[src/rtl/keypad_scanner.sv]
// keypad_scanner: scans a 4x4 active-low matrix keypad, debounces the result and presents a
// single key code to the setting master.
//
// Ports:
//   mclk       system clock, all state on the rising edge
//   rst        asynchronous, active-high reset
//   row_in     keypad rows, active-low, asynchronous to mclk
//   col_out    keypad columns, active-low, exactly one bit low at all times
//   key_code   debounced key code: 0 = none, 1..16 = 4*col + row + 1
//   key_strobe one-cycle pulse when key_code takes a new nonzero value
module keypad_scanner #(
  parameter int unsigned SCAN_DIV     = 1000,
  parameter int unsigned DEBOUNCE_CNT = 4
) (
  input  logic       mclk,
  input  logic       rst,
  input  logic [3:0] row_in,
  output logic [3:0] col_out,
  output logic [5:0] key_code,
  output logic       key_strobe
);

  localparam int unsigned DwellW = (SCAN_DIV > 1) ? $clog2(SCAN_DIV) : 1;
  localparam int unsigned CntW   = $clog2(DEBOUNCE_CNT + 1);

  localparam logic [DwellW-1:0] DwellLast = DwellW'(SCAN_DIV - 1);
  localparam logic [CntW-1:0]   CntAccept = CntW'(DEBOUNCE_CNT);
  localparam logic [CntW-1:0]   CntOne    = CntW'(1);

  typedef enum logic [1:0] {
    StReleased,
    StPressPend,
    StPressed,
    StChangePend
  } state_e;

  // Row synchronizer; idles high because the board pulls the rows up.
  logic [3:0] row_meta_q, row_sync_q;

  always_ff @(posedge mclk or posedge rst) begin
    if (rst) begin
      row_meta_q <= 4'hF;
      row_sync_q <= 4'hF;
    end else begin
      row_meta_q <= row_in;
      row_sync_q <= row_meta_q;
    end
  end

  // Column dwell timing
  logic [DwellW-1:0] dwell_q;
  logic [1:0]        col_q;
  logic              sample;
  logic              scan_end;

  assign sample   = (dwell_q == DwellLast);
  assign scan_end = sample && (col_q == 2'd3);

  always_ff @(posedge mclk or posedge rst) begin
    if (rst) begin
      dwell_q <= '0;
      col_q   <= 2'd0;
    end else if (sample) begin
      dwell_q <= '0;
      col_q   <= col_q + 2'd1;
    end else begin
      dwell_q <= dwell_q + DwellW'(1);
    end
  end

  assign col_out = ~(4'b0001 << col_q);

  // Per-column decode: number of low rows and the code of the lowest low row
  logic [3:0] row_low;
  logic [2:0] col_hits;
  logic [4:0] col_code;

  assign row_low = ~row_sync_q;

  always_comb begin
    col_hits = 3'($countones(row_low));
    col_code = 5'd0;
    // Walk downward so the lowest low row is the last one written.
    for (int r = 3; r >= 0; r--) begin
      if (row_low[r]) begin
        col_code = 5'({col_q, 2'(r)}) + 5'd1;
      end
    end
  end

  // Scan accumulators; the hit count saturates at 2 since only 0/1/many matters.
  logic [1:0] hits_q;
  logic [4:0] first_q;
  logic [3:0] hits_sum;
  logic [1:0] hits_tot;
  logic [4:0] first_next;
  logic [4:0] raw;

  always_comb begin
    hits_sum   = 4'(hits_q) + 4'(col_hits);
    hits_tot   = (hits_sum >= 4'd2) ? 2'd2 : hits_sum[1:0];
    first_next = (first_q != 5'd0) ? first_q : col_code;
    // Only meaningful at scan_end: a single key gives its code, none or ghosting gives 0.
    raw        = (hits_tot == 2'd1) ? first_next : 5'd0;
  end

  always_ff @(posedge mclk or posedge rst) begin
    if (rst) begin
      hits_q  <= 2'd0;
      first_q <= 5'd0;
    end else if (scan_end) begin
      hits_q  <= 2'd0;
      first_q <= 5'd0;
    end else if (sample) begin
      hits_q  <= hits_tot;
      first_q <= first_next;
    end
  end

  // Debounce FSM, evaluated once per scan end
  state_e          state_q, state_d;
  logic [4:0]      cand_q, cand_d;
  logic [CntW-1:0] cnt_q, cnt_d, cnt_inc;
  logic [4:0]      key_q, key_d;
  logic            strobe_q, strobe_d;

  always_comb begin
    state_d  = state_q;
    cand_d   = cand_q;
    cnt_d    = cnt_q;
    key_d    = key_q;
    strobe_d = 1'b0;
    cnt_inc  = (cnt_q == '1) ? cnt_q : cnt_q + CntOne;

    if (scan_end) begin
      unique case (state_q)
        StReleased: begin
          if (raw != 5'd0) begin
            state_d = StPressPend;
            cand_d  = raw;
            cnt_d   = CntOne;
          end
        end
        StPressPend: begin
          if (raw == 5'd0) begin
            state_d = StReleased;
            cand_d  = 5'd0;
            cnt_d   = '0;
          end else if (raw == cand_q) begin
            cnt_d = cnt_inc;
          end else begin
            cand_d = raw;
            cnt_d  = CntOne;
          end
        end
        StPressed: begin
          if (raw != key_q) begin
            state_d = StChangePend;
            cand_d  = raw;
            cnt_d   = CntOne;
          end
        end
        StChangePend: begin
          if (raw == cand_q) begin
            cnt_d = cnt_inc;
          end else if (raw == key_q) begin
            state_d = StPressed;
            cnt_d   = '0;
          end else begin
            cand_d = raw;
            cnt_d  = CntOne;
          end
        end
        default: begin
          state_d = StReleased;
          cnt_d   = '0;
        end
      endcase

      // Candidate held long enough: commit it (cnt is nonzero only in the pending states).
      if (cnt_d == CntAccept) begin
        key_d    = cand_d;
        strobe_d = (cand_d != 5'd0) && (cand_d != key_q);
        state_d  = (cand_d != 5'd0) ? StPressed : StReleased;
        cnt_d    = '0;
      end
    end
  end

  always_ff @(posedge mclk or posedge rst) begin
    if (rst) begin
      state_q  <= StReleased;
      cand_q   <= 5'd0;
      cnt_q    <= '0;
      key_q    <= 5'd0;
      strobe_q <= 1'b0;
    end else begin
      state_q  <= state_d;
      cand_q   <= cand_d;
      cnt_q    <= cnt_d;
      key_q    <= key_d;
      strobe_q <= strobe_d;
    end
  end

  assign key_code   = {1'b0, key_q};
  assign key_strobe = strobe_q;

endmodule

[config.mk]
export PLATFORM = sky130hd
export DESIGN_NAME = keypad_scanner
export DESIGN_NICKNAME = d
export VERILOG_FILES = /design/src/rtl/keypad_scanner.sv
export SDC_FILE = /design/constraint.sdc
export NUM_CORES = 1
export LEC_CHECK = 0
export CORE_MARGIN = 4
export CORE_UTILIZATION = 30
export CTS_BUF_LIST = sky130_fd_sc_hd__clkbuf_4 sky130_fd_sc_hd__clkbuf_8
export CTS_CLUSTER_SIZE = 20
export DETAILED_ROUTE_END_ITERATION = 7
export GPL_TIMING_DRIVEN = 0
export PLACE_DENSITY = 0.54
export SYNTH_ARGS = -nofsm -noshare
export SYNTH_HDL_FRONTEND = slang
export SYNTH_SLANG_ARGS = --single-unit
export TNS_END_PERCENT = 5
[constraint.sdc]
create_clock -name mclk -period 14.5 [get_ports mclk]
set_clock_uncertainty 0.15 [all_clocks]
set_input_delay 2.175 -clock mclk [delete_from_list [all_inputs] [get_ports mclk]]
set_output_delay 2.175 -clock mclk [all_outputs]
set_load 0.005 [all_outputs]
# Word-level counts from Yosys, hierarchy flattened
# Cells that the tools add are included.
# classes
n_addsub,11
multipliers,0
n_div,0
order_cmp,1
n_eq_ne,17
shift,1
mux,40
n_bitwise,2
reduce_logical,10
# op_table
op,n
$mux 5,15
$mux 3,8
$add 4x1->5 const B,4
$mux 2,10
$pmux 5 s4,1
$ne 3x3->1 const B,5
$reduce_bool 5->1,3
$pmux 3 s4,1
$add 10x1->10 const B,1
$eq 10x10->1 const B,1
$eq 5x5->1,2
$mux 10,1
$ne 5x5->1,2
$not 4->4,2
$pmux 2 s4,1
$eq 2x2->1 const B,3
$eq 3x3->1 const B,2
$reduce_and 6->1,1
$logic_not 5->1,1
$add 1x1->2,2
$add 2x3->4,1
$eq 2x1->1 const B,2
$ge 4x2->1 const B,1
$shl 1x2->4 const A,1
other kinds (8),11
# totals
reg_bits,43
latch_bits,0
mem_bits_rw,0
mem_bits_ro,0
input_bits,6
output_inout_bits,11
elab_cells,93
n_memories,0

# Depth between registers and ports, before layout
# depth
depth_word,17
ltp_mapped,18
depth_no_buf,15

# Least setup slack after synthesis
# No wires, ideal clock.
# synth_timing
kind,register to register
start,register row_sync_q[0]
end,register key_q[0]
setup_time_ns,0.125
t_arrival_ns,4.717
required_time_ns,14.225
setup_slack_ns,9.508
stages_incl_launch_ff,17
cell_sequence,dfstp_2 -> inv_1 -> fa_1 -> inv_1 -> fa_1 -> inv_1 -> fa_1 -> or3_1 -> clkbuf_1 -> o31a_1 -> a2111oi_4 -> nand3_2 -> and3_1 -> a2111o_1 -> a211o_1 -> buf_6 -> mux2_4
# synth_between
elab_chain_len,15
elab_cells_between_ends,33
cone_classes,add/sub: 3; order compare: 1; eq/ne: 5; mux: 20; bitwise: 1; reduce/logical: 3
# synth_lines
item,line,text
from (decl),38,"logic [3:0] row_meta_q, row_sync_q;"
from (signal assigned),46,row_sync_q <= row_meta_q;
$not 4->4 (*),78,assign row_low = ~row_sync_q;
$add 1x1->2 (not written as such),81,col_hits = 3'($countones(row_low));
$add 2x2->3 (not written as such),81,
$add 2x3->4,100,hits_sum = 4'(hits_q) + 4'(col_hits);
$ge 4x2->1,101,hits_tot = (hits_sum >= 4'd2) ? 2'd2 : hits_sum[1:0];
$mux 2,101,
$eq 2x1->1,104,raw = (hits_tot == 2'd1) ? first_next : 5'd0;
$mux 5 (*),104,
"$eq 5x5->1, on equally long branches","166, 149, 164",
$mux 1 or $mux 3 (tied branches),"166, 149",
"$mux 3, on equally long branches","164, 145",
$pmux 3 s4,136,unique case (state_q)
$mux 3,135,if (scan_end) begin
$eq 3x3->1,181,if (cnt_d == CntAccept) begin
$reduce_and 2->1 (no line),-,
to (signal assigned),201,key_q <= key_d;
to (decl),124,"logic [4:0] key_q, key_d;"
# Mark *: on every way between the ends. The rest lies on a longest branch, timed or not. The select of a mux whose other input is x is not followed.
# A chain may end at the register's enable or synchronous reset.

# Final worst setup path
# layout_timing
start,register row_sync_q[0]
end,register key_q[3]
# Same word-level chain as after synthesis.

==> impl_metrics.yaml <==
sta:
  post-route-period-util: 0.380
  finalSetupViolations: 0
  rsz0062_at_grt: "no"
  finalHoldViolCount: 0
  layout_setup_ws_ns: 9.00
  max_slew_margin: 0.510
  min_period_ns: 5.50
  worst_pin_slew_ns: 0.717
  fin_tns_setup_ns: 0
  finalMaxSlewViolations: 0
  max_clock_freq_ghz: 0.182
worst_hold_path:
  hold_depth: 0
  hold_path_class: "flip-flop to flip-flop"
cells_and_area:
  antennaDiodeCount: 0
  multiInputGateArea_um2: 1570
  final_core_util: 0.353
  area_growth_pct: 15.2
  layout_common_cells: "dfrtp_1, nor2_1, inv_1"
  final_cells: 465
  layout_commonest_cell: "dfrtp_1"
  drive_gt1_frac: 0.137
  nFillCells: 980
  ff_latch_area_um2: 1090
  nets: 350
  design_area_um2: 3270
setup_path:
  critPathKind: "flip-flop to flip-flop"
  required_ns: 14.54
  worst-r2r-cell-count: 16
  cp-end-kind: "flip-flop"
  critPathArrivalTime_ns: 5.54
  crit_path_max_fanout: 10
  start_kind: "flip-flop"
pwr:
  clkPwrFrac: 0.341
  swShare: 0.285
  seq_power_share: 0.500
  switchingPower_mw: 0.0700
  leakagePower_nw: 1.47
  internal_power_mw: 0.176
  p_per_area_nw_per_um2: 75.3
  p_comb_frac: 0.159
  irDropWorstVdd_v: 0.0000439
route:
  wl_per_cell_um: 15.2
  num_vias: 2451
  drt_pass1_iterations: 4
  drc: 0
  ant_nets: 0
  wirelength_um: 7060
  drt_iter0_markers: 136
  vias_per_cell: 5.27
grt:
  grt-ovfl-total: 0
  grt_pass1_wl_um: 12100
  grt_max_degree: 31
  first_global_vias: 2455
  grt_usage: 0.134
  antenna_found_initial: 0
place:
  numPortBuffers: 15
  dp_hpwl_um: 5360
  place.gp.congestion: 0.877
  pre_cts_slack_ns: 8.99
  place_area_um2: 3170
  dp.cells: 457
clock_tree:
  h-tree-depth: 2
  cts_sinks: 43
  postCtsSetupBuffers: 0
  cts_root_buf: "clkbuf_8"
  cts_tree: "done"
  cts_made_buffers: 5
  cts_buffer_depth: 2
  cts_hold_buf: 0
  clock_latency_ns: 0.30
  clkTransAtPathRegs_ns: 0.09
  cts.repair.resized: 0
synth:
  synth_edf_count: 0
  synth_area_leaders: "dfrtp_1, dfstp_2, nor2_1"
  netlist.area_leader.share: 0.309
  synthesis.area_um2: 2840
  yosys_warnings: 0
  synth-seq-area-share: 0.383
  synth_area_per_cell_um2: 9.09
  ys.flop_type: "dfrtp_1"
  synthDistinctLibCells: 61
  syn_inst: 312
  yosys.area.top_type: "dfrtp_1"
  synth-seq-cells: 43
  async_reset_ff_frac: 1.00
  synth_fp_nets: 327
run_status:
  status: "finished, final reports clean"
floorplan:
  dieWidth_um: 105
  std_cell_rows: 35
  core_um2: 9240
  die-area_um2: 11100
  fp.dieH_um: 105
  start_util: 0.307
  pin_count: 17
run:
  max-cap-violations: 0
## cell families after synthesis
group,after synthesis,share of synthesized area
compound gates,78,0.209
simple gates,117,0.213
mux,14,0.0565
xor+xnor,8,0.0247
flops,43,0.383
other cells,1,0.00132
buf+inv,42,0.0649
fa+ha+maj,9,0.0477
## per-layer routing
metal  vias to the layer above  routed length (um)  GRT usage
li1                       1177                   -          -
met1                      1198                3250      0.178
met2                        59                3350      0.217
met3                        17                 271     0.0227
met4                         0                 185     0.0553
met5                         -                   0          0
## worst max-delay path, stage by stage, from the launching register on
cell and delay (ns):
dfstp_2 0.57, inv_1 0.07, fa_1 0.54, inv_1 0.06, fa_1 0.36, inv_1 0.07, fa_1 0.43, nor3_1 0.54
buf_2 0.36, nand3_1 0.16, a2111oi_4 0.50, nand3_2 0.22, and3_1 0.23, a2111o_1 0.41, a211o_1 0.26, buf_6 0.15
mux2_4 0.29
## synth_stat cells, types with 5 or more instances
library cell and n:
dfrtp_1 35, nor2_1 29, inv_1 25, nand2_1 21, o21ai_0 20, nand3_1 16
a21oi_1 11, nand4_1 9, dfstp_2 8, clkbuf_1 7, mux2i_1 7, nor4_1 7
and3_1 6, ha_1 6, buf_2 5
## state kept, by name, indices dropped and copies added (netlist names)
signal,count
first_q,5
state_q,2
hits_q,2
row_meta_q,4
cand_q,5
dwell_q,10
col_q,2
key_q,5
cnt_q,3
row_sync_q,4
key_strobe,1
## path summary, 6_finish.rpt
kind / slack (ns) / to / startpoint
setup reg to reg: 9.00 / key_q[3] / row_sync_q[0]
hold reg to reg: 0.21 / row_sync_q[2] / row_meta_q[2]
min in group asynchronous: 2.00 / cnt_q[1] / rst
setup / recovery: 9.00 / key_q[3] / row_sync_q[0]
hold / removal: 0.21 / row_sync_q[2] / row_meta_q[2]
max in group asynchronous: 11.66 / row_sync_q[0] / rst
## area by class of cell
type / count / area share
inverters: 25 / 0.0287
plain buffers: 17 / 0.0276
clock buffers: 6 / 0.0253
well taps: 129 / 0.0494
repair buffers: 16 / 0.0521
flip-flops and latches: 43 / 0.333
clock inverters: 2 / 0.00498
multi-input cells: 227 / 0.479
## power groups by stage
stage | Clock, mW | Sequential [mW] | Combinational [mW]
after floorplan | 0 | 0.125 | 0.0293
after global placement | 0 | 0.125 | 0.0379
after detailed placement | 0 | 0.125 | 0.0391
after CTS | 0.0895 | 0.123 | 0.0393
after global routing | 0.0925 | 0.123 | 0.0447
final | 0.0838 | 0.123 | 0.0392
## metrics by stage
step                      hold slack, ns  power [mW]
final                              0.209       0.246
after global routing               0.210       0.260
after CTS                          0.208       0.252
after global placement             0.196       0.163
after detailed placement           0.197       0.164
after floorplan                    0.195       0.154
Note: power is estimated with default switching activity, not from simulation.
==> patch 1 (same flow settings) <==
Set the parameter `SCAN_DIV` to 4000 (it was 1000).
--- a/src/rtl/keypad_scanner.sv
+++ b/src/rtl/keypad_scanner.sv
@@ -10,5 +10,5 @@
 //   key_strobe one-cycle pulse when key_code takes a new nonzero value
 module keypad_scanner #(
-  parameter int unsigned SCAN_DIV     = 1000,
+  parameter int unsigned SCAN_DIV     = 4000,
   parameter int unsigned DEBOUNCE_CNT = 4
 ) (
Formal check against the unedited RTL: same outputs for any inputs over 10 cycles, from zero or initial values and one cycle with rst high; that may be too few to reach the edited logic, so the function may still have changed.
==> patch 1 against the unedited design <==
Worst setup slack improved by 0.14 ns; highest routed layer unchanged; total power increased by 12%; sequential cell count rose by 2; non-clock buffer count decreased by 1; area after synthesis is 8.2% higher; cell area up 7.9%; wire length up 7.3%.
==> patch 1: results (changes against the unedited design) <==
| Metric | Value |
|---|---|
| Wire per inst | 15.9 µm (was 15.2 µm) |
| Slew margin rel. | 40.3% (was 51.0%) |
| Worst reg2reg path endpoint | state_q[1] (was key_q[3]) |
| Largest fanout on the critical path | 9 (was 10) |
| Iteration-0 DRC Markers | 133 (was 136) |
| Met1 GRT Util | 19.5% (was 17.8%) |
| HPWL Detailed | 5630 µm (was 5360 µm) |
| Gr usage total | 13.8% (was 13.4%) |
| First-pass GRT wire length | 12900 µm (was 12100 µm) |
| Worst Hold Path EP | row_sync_q[1] (was row_sync_q[2]) |
| M2 GR Usage | 20.3% (was 21.7%) |
| Peak supply drop | 33.6 µV (was 43.9 µV) |
| Largest net degree at the start of global routing | 28 (was 31) |
| Met3 Use GR | 2.55% (was 2.27%) |
| Post-synth top cells | dfrtp_1 (37), nor2_1 (26), inv_1 (22), nand2_1 (22), o21ai_0 (22) (was dfrtp_1 (35), nor2_1 (29), inv_1 (25), nand2_1 (21), o21ai_0 (20)) |
| CP peak stage delay | 0.62 ns (was 0.57 ns) |
| CP arrival | 5.39 ns (was 5.54 ns) |
| Vias in the first global route | 2452 (was 2455) |
| Worst hold path startpoint | row_meta_q[1] (was row_meta_q[2]) |
| Reg2reg setup slack | 9.14 ns (was 9.00 ns) |
| RePlAce Congestion | 0.896 (was 0.877) |
| Outcome | finished clean (unchanged) |
| Leak Pwr | 0.00144 µW (was 0.00147 µW) |
| Synth unique cells | 78 (was 61) |
| Cell family with most CP delay | simple AND/OR/NAND/NOR gates (was adder cells) |
-- patch 1: area by class of cell --
type	count	area (µm²)
Multi-Input combinational cell	237	1740
Tap cell	133	166
Timing Repair Buffer	16	170
Clock buffer	5	68.8
Fill cell	1017	6340
Inverter	22	82.6
Clock inverter	3	50.0
Sequential cell	45	1140
Buffer	16	106
-- patch 1: worst reg2reg max path: cells and delay by family, from the launching register on --
family / cells / cell delay, ns
and+or+nand+nor: 4 / 1.67
adders and majority gates: 3 / 1.37
AOI/OAI and AO/OA: 4 / 0.92
DFF: 1 / 0.61
buffers and inverters: 4 / 0.36
muxes: 1 / 0.15
-- patch 1: stage by stage --
stage / instances / worst slack, ns / utilization (%)
final: 477 / 9.14 / 35.7
after global routing: 477 / 8.89 / 35.7
after CTS: 477 / 9.19 / 35.7
after detailed placement: 469 / 9.18 / 34.5
after global placement: 468 / 9.22 / 34.3
after floorplan: 320 / 9.76 / -
-- patch 1: metal layers --
layer / routed length (µm) / part of all wire, %
met3: 477 / 6.3
met2: 3300 / 44
met5: 0 / 0
met1: 3530 / 47
met4: 271 / 3.6
-- patch 1: cells by family after synthesis --
| logic type | Yosys count | synth area share (%) |
|---|---|---|
| other cells | 1 | 0.122 |
| simple gates | 115 | 21.1 |
| fa+ha+maj | 9 | 4.41 |
| mux | 16 | 5.47 |
| xor+xnor | 12 | 3.43 |
| buf+inv | 38 | 6.16 |
| flops | 45 | 37.0 |
| compound gates | 84 | 22.3 |
-- patch 1: report_power, final --
| part | internal (µW) | switching (µW) | total [µW] |
|---|---|---|---|
| clock | 52.9 | 50.0 | 103 |
| sequential | 127 | 0.941 | 128 |
| combinational | 18.1 | 25.9 | 43.9 |
==> patch 2 (same settings) <==
Made on the original files. Make the reset (`rst`) synchronous in 4 clocked blocks. Comments in the files are not updated.
--- a/src/rtl/keypad_scanner.sv
+++ b/src/rtl/keypad_scanner.sv
@@ -38,5 +38,5 @@
   logic [3:0] row_meta_q, row_sync_q;
 
-  always_ff @(posedge mclk or posedge rst) begin
+  always_ff @(posedge mclk) begin
     if (rst) begin
       row_meta_q <= 4'hF;
@@ -57,5 +57,5 @@
   assign scan_end = sample && (col_q == 2'd3);
 
-  always_ff @(posedge mclk or posedge rst) begin
+  always_ff @(posedge mclk) begin
     if (rst) begin
       dwell_q <= '0;
@@ -105,5 +105,5 @@
   end
 
-  always_ff @(posedge mclk or posedge rst) begin
+  always_ff @(posedge mclk) begin
     if (rst) begin
       hits_q  <= 2'd0;
@@ -188,5 +188,5 @@
   end
 
-  always_ff @(posedge mclk or posedge rst) begin
+  always_ff @(posedge mclk) begin
     if (rst) begin
       state_q  <= StReleased;
Function: same outputs for any inputs over 10 cycles, from zero or initial values and one cycle with rst high; that may be too few to reach the edited logic, so the function may still have changed.
==> patch 2 against the unedited design <==
Clock power grew 15%; count of clock-buffer cells in the layout down 1; sequential cell count unchanged; worst setup slack gained 0.35 ns; cell area is 7.6% lower; area after synthesis is 7.1% lower; total power rose by 0.84%; utilization up 0.66 points; wire length is 6.7% lower.
==> patch 2: results (changes against the unedited design) <==
| Metric | Value |
|---|---|
| Outcome | finished clean (unchanged) |
| Met1 GRT Util | 19.6% (was 17.8%) |
| Biggest register | dwell_q (unchanged) |
| Post-synthesis sequential area ratio | 32.7% (was 38.3%) |
| Via Count | 2295 (was 2451) |
| Crit path to | key_strobe (was key_q[3]) |
| Worst Reg-to-Reg Cells | 17 (was 16) |
| Clock Tree Root | clkbuf_8 (unchanged) |
| Worst r2r src | row_sync_q[0] (unchanged) |
| Vias in the first global route | 2185 (was 2455) |
| Port bufs | 14 (was 15) |
| Worst-path clk slew | 0.10 ns |
| Wire per inst | 14.9 µm (was 15.2 µm) |
| FF+latch area | 861 µm² (was 1090 µm²) |
| Placed Area | 2910 µm² (was 3170 µm²) |
| Final nets | 352 (was 350) |
| Drt first pass iters | 5 (was 4) |
| Slowest CP cell | a2111oi_0 (was dfstp_2) |
| Peak supply drop | 35.1 µV (was 43.9 µV) |
| Gr usage total | 13.8% (was 13.4%) |
| Setup Buffers After CTS | 0 (unchanged) |
| Iteration-0 DRC Markers | 204 (was 136) |
| Worst slew pin tran | 0.645 ns (was 0.717 ns) |
| First-pass GRT wire length | 11300 µm (was 12100 µm) |
| Largest net degree at the start of global routing | 15 (was 31) |
| CTS Buffer Depth | 2 (unchanged) |
| HPWL Detailed | 4930 µm (was 5360 µm) |
| Post-cts repair resize count | 0 (unchanged) |
| Fillers | 875 (was 980) |
| Antenna diode count | 0 (unchanged) |
| Hold WC Path Type | flop to flop (unchanged) |
| Largest cells by area after synthesis | dfxtp_1 (33%), nor2_1 (5.8%), inv_1 (3.4%) (was dfrtp_1 (31%), dfstp_2 (7.4%), nor2_1 (3.8%)) |
| Crit start category | flop (unchanged) |
| Async set-reset flop share out of synthesis | 0% (was 100%) |
| CTS hold repair buffers | 0 (unchanged) |
| Met3 Use GR | 2.34% (was 2.27%) |
| Largest fanout on the critical path | 10 (unchanged) |
| CP peak stage delay | 0.55 ns (was 0.57 ns) |
| Share of cells above drive strength 1 | 13.0% (was 13.7%) |
| Largest register FFs | 10 (unchanged) |
| RePlAce Congestion | 0.882 (was 0.877) |
| Initial antenna violation count | 0 (unchanged) |
| CP arrival | 5.23 ns (was 5.54 ns) |
| Synth unique cells | 61 (unchanged) |
| Leak Pwr | 0.00112 µW (was 0.00147 µW) |
| Pint | 184 µW (was 176 µW) |
| M2 GR Usage | 20.9% (was 21.7%) |
| Htree depth | 2 (unchanged) |
| Syn Nets | 331 (was 327) |
| Reg2reg setup slack | 9.34 ns (was 9.00 ns) |
| Post-synth top cells | dfxtp_1 (43), nor2_1 (41), inv_1 (24), nand2_1 (17), nor3_1 (14) (was dfrtp_1 (35), nor2_1 (29), inv_1 (25), nand2_1 (21), o21ai_0 (20)) |
| Cell family with most CP delay | compound AO/OA/AOI/OAI gates (was adder cells) |
| Clk_lat worst skew | 0.30 ns (about the same) |
## patch 2: worst register-to-register path: stages (launching register included)
cell and delay (ns):
dfxtp_1 0.34, buf_6 0.13, inv_1 0.06, fa_1 0.54, inv_1 0.05, fa_1 0.35
inv_1 0.07, fa_1 0.44, or3_1 0.45, buf_6 0.17, o31ai_1 0.41, nand4_1 0.18
nor3_1 0.38, mux2i_1 0.23, o2bb2ai_1 0.16, a2111oi_0 0.55, nand2_1 0.15, a311oi_1 0.26
## patch 2: cell families (layout without fill, tap and decap cells)
group                      count (synthesis)  after routing  share of synthesized area (%)
xor gates and xnor gates                  15             15                           4.99
AOI/OAI and AO/OA                         71             71                           20.1
other                                      1              1                          0.142
DFF                                       43             43                           32.7
adders and majority gates                  9              9                           5.13
buffers and inverters                     39             61                           7.93
muxes                                      7              7                           2.76
and+or+nand+nor                          131            131                           26.2
## patch 2: final cells by class
class	instances	area share (%)
Buffer	15	3.94
Sequential cell	43	28.5
Clock inverter	3	1.45
Multi-Input combinational cell	234	51.8
Timing Repair Buffer	14	4.64
Clock buffer	5	2.28
Tap cell	105	4.35
Inverter	24	2.99
## patch 2: layer usage
layer | share of wire, % | wire (µm)
met4 | 1.9 | 126
met1 | 49 | 3240
met2 | 45 | 2960
met5 | 0 | 0
met3 | 3.9 | 260
## patch 2: per-stage QoR
| stage | total power, µW | util [%] | hold slack (ns) | instances | setup WS (ns) |
|---|---|---|---|---|---|
| final | 248 | 36.0 | 0.259 | 443 | 9.34 |
| after global routing | 259 | 36.0 | 0.277 | 443 | 9.01 |
| after CTS | 250 | 36.0 | 0.269 | 443 | 9.42 |
| after detailed placement | 154 | 34.7 | 0.245 | 435 | 9.45 |
| after global placement | 154 | 34.7 | 0.245 | 435 | 9.40 |
| after floorplan | 146 | - | 0.239 | 316 | 9.96 |
## patch 2: how the worst min path moves through the flow
stage                             start            end  slack (ns)  depth (start not counted)
after detailed placement  row_meta_q[1]  row_sync_q[1]        0.25                          1
final                     row_meta_q[1]  row_sync_q[1]        0.26                          1
after global routing      row_meta_q[1]  row_sync_q[1]        0.28                          1
after global placement    row_meta_q[3]  row_sync_q[3]        0.24                          1
after CTS                 row_meta_q[1]  row_sync_q[1]        0.27                          1
after floorplan           row_meta_q[0]  row_sync_q[0]        0.24                          1
## patch 2: power by group through the flow
| stage | clock network (µW) | logic, µW | registers, µW |
|---|---|---|---|
| final | 96.3 | 30.8 | 121 |
| after global routing | 104 | 33.9 | 121 |
| after CTS | 98.8 | 30.7 | 121 |
| after detailed placement | 0 | 30.4 | 124 |
| after global placement | 0 | 30.2 | 124 |
| after floorplan | 0 | 22.8 | 123 |
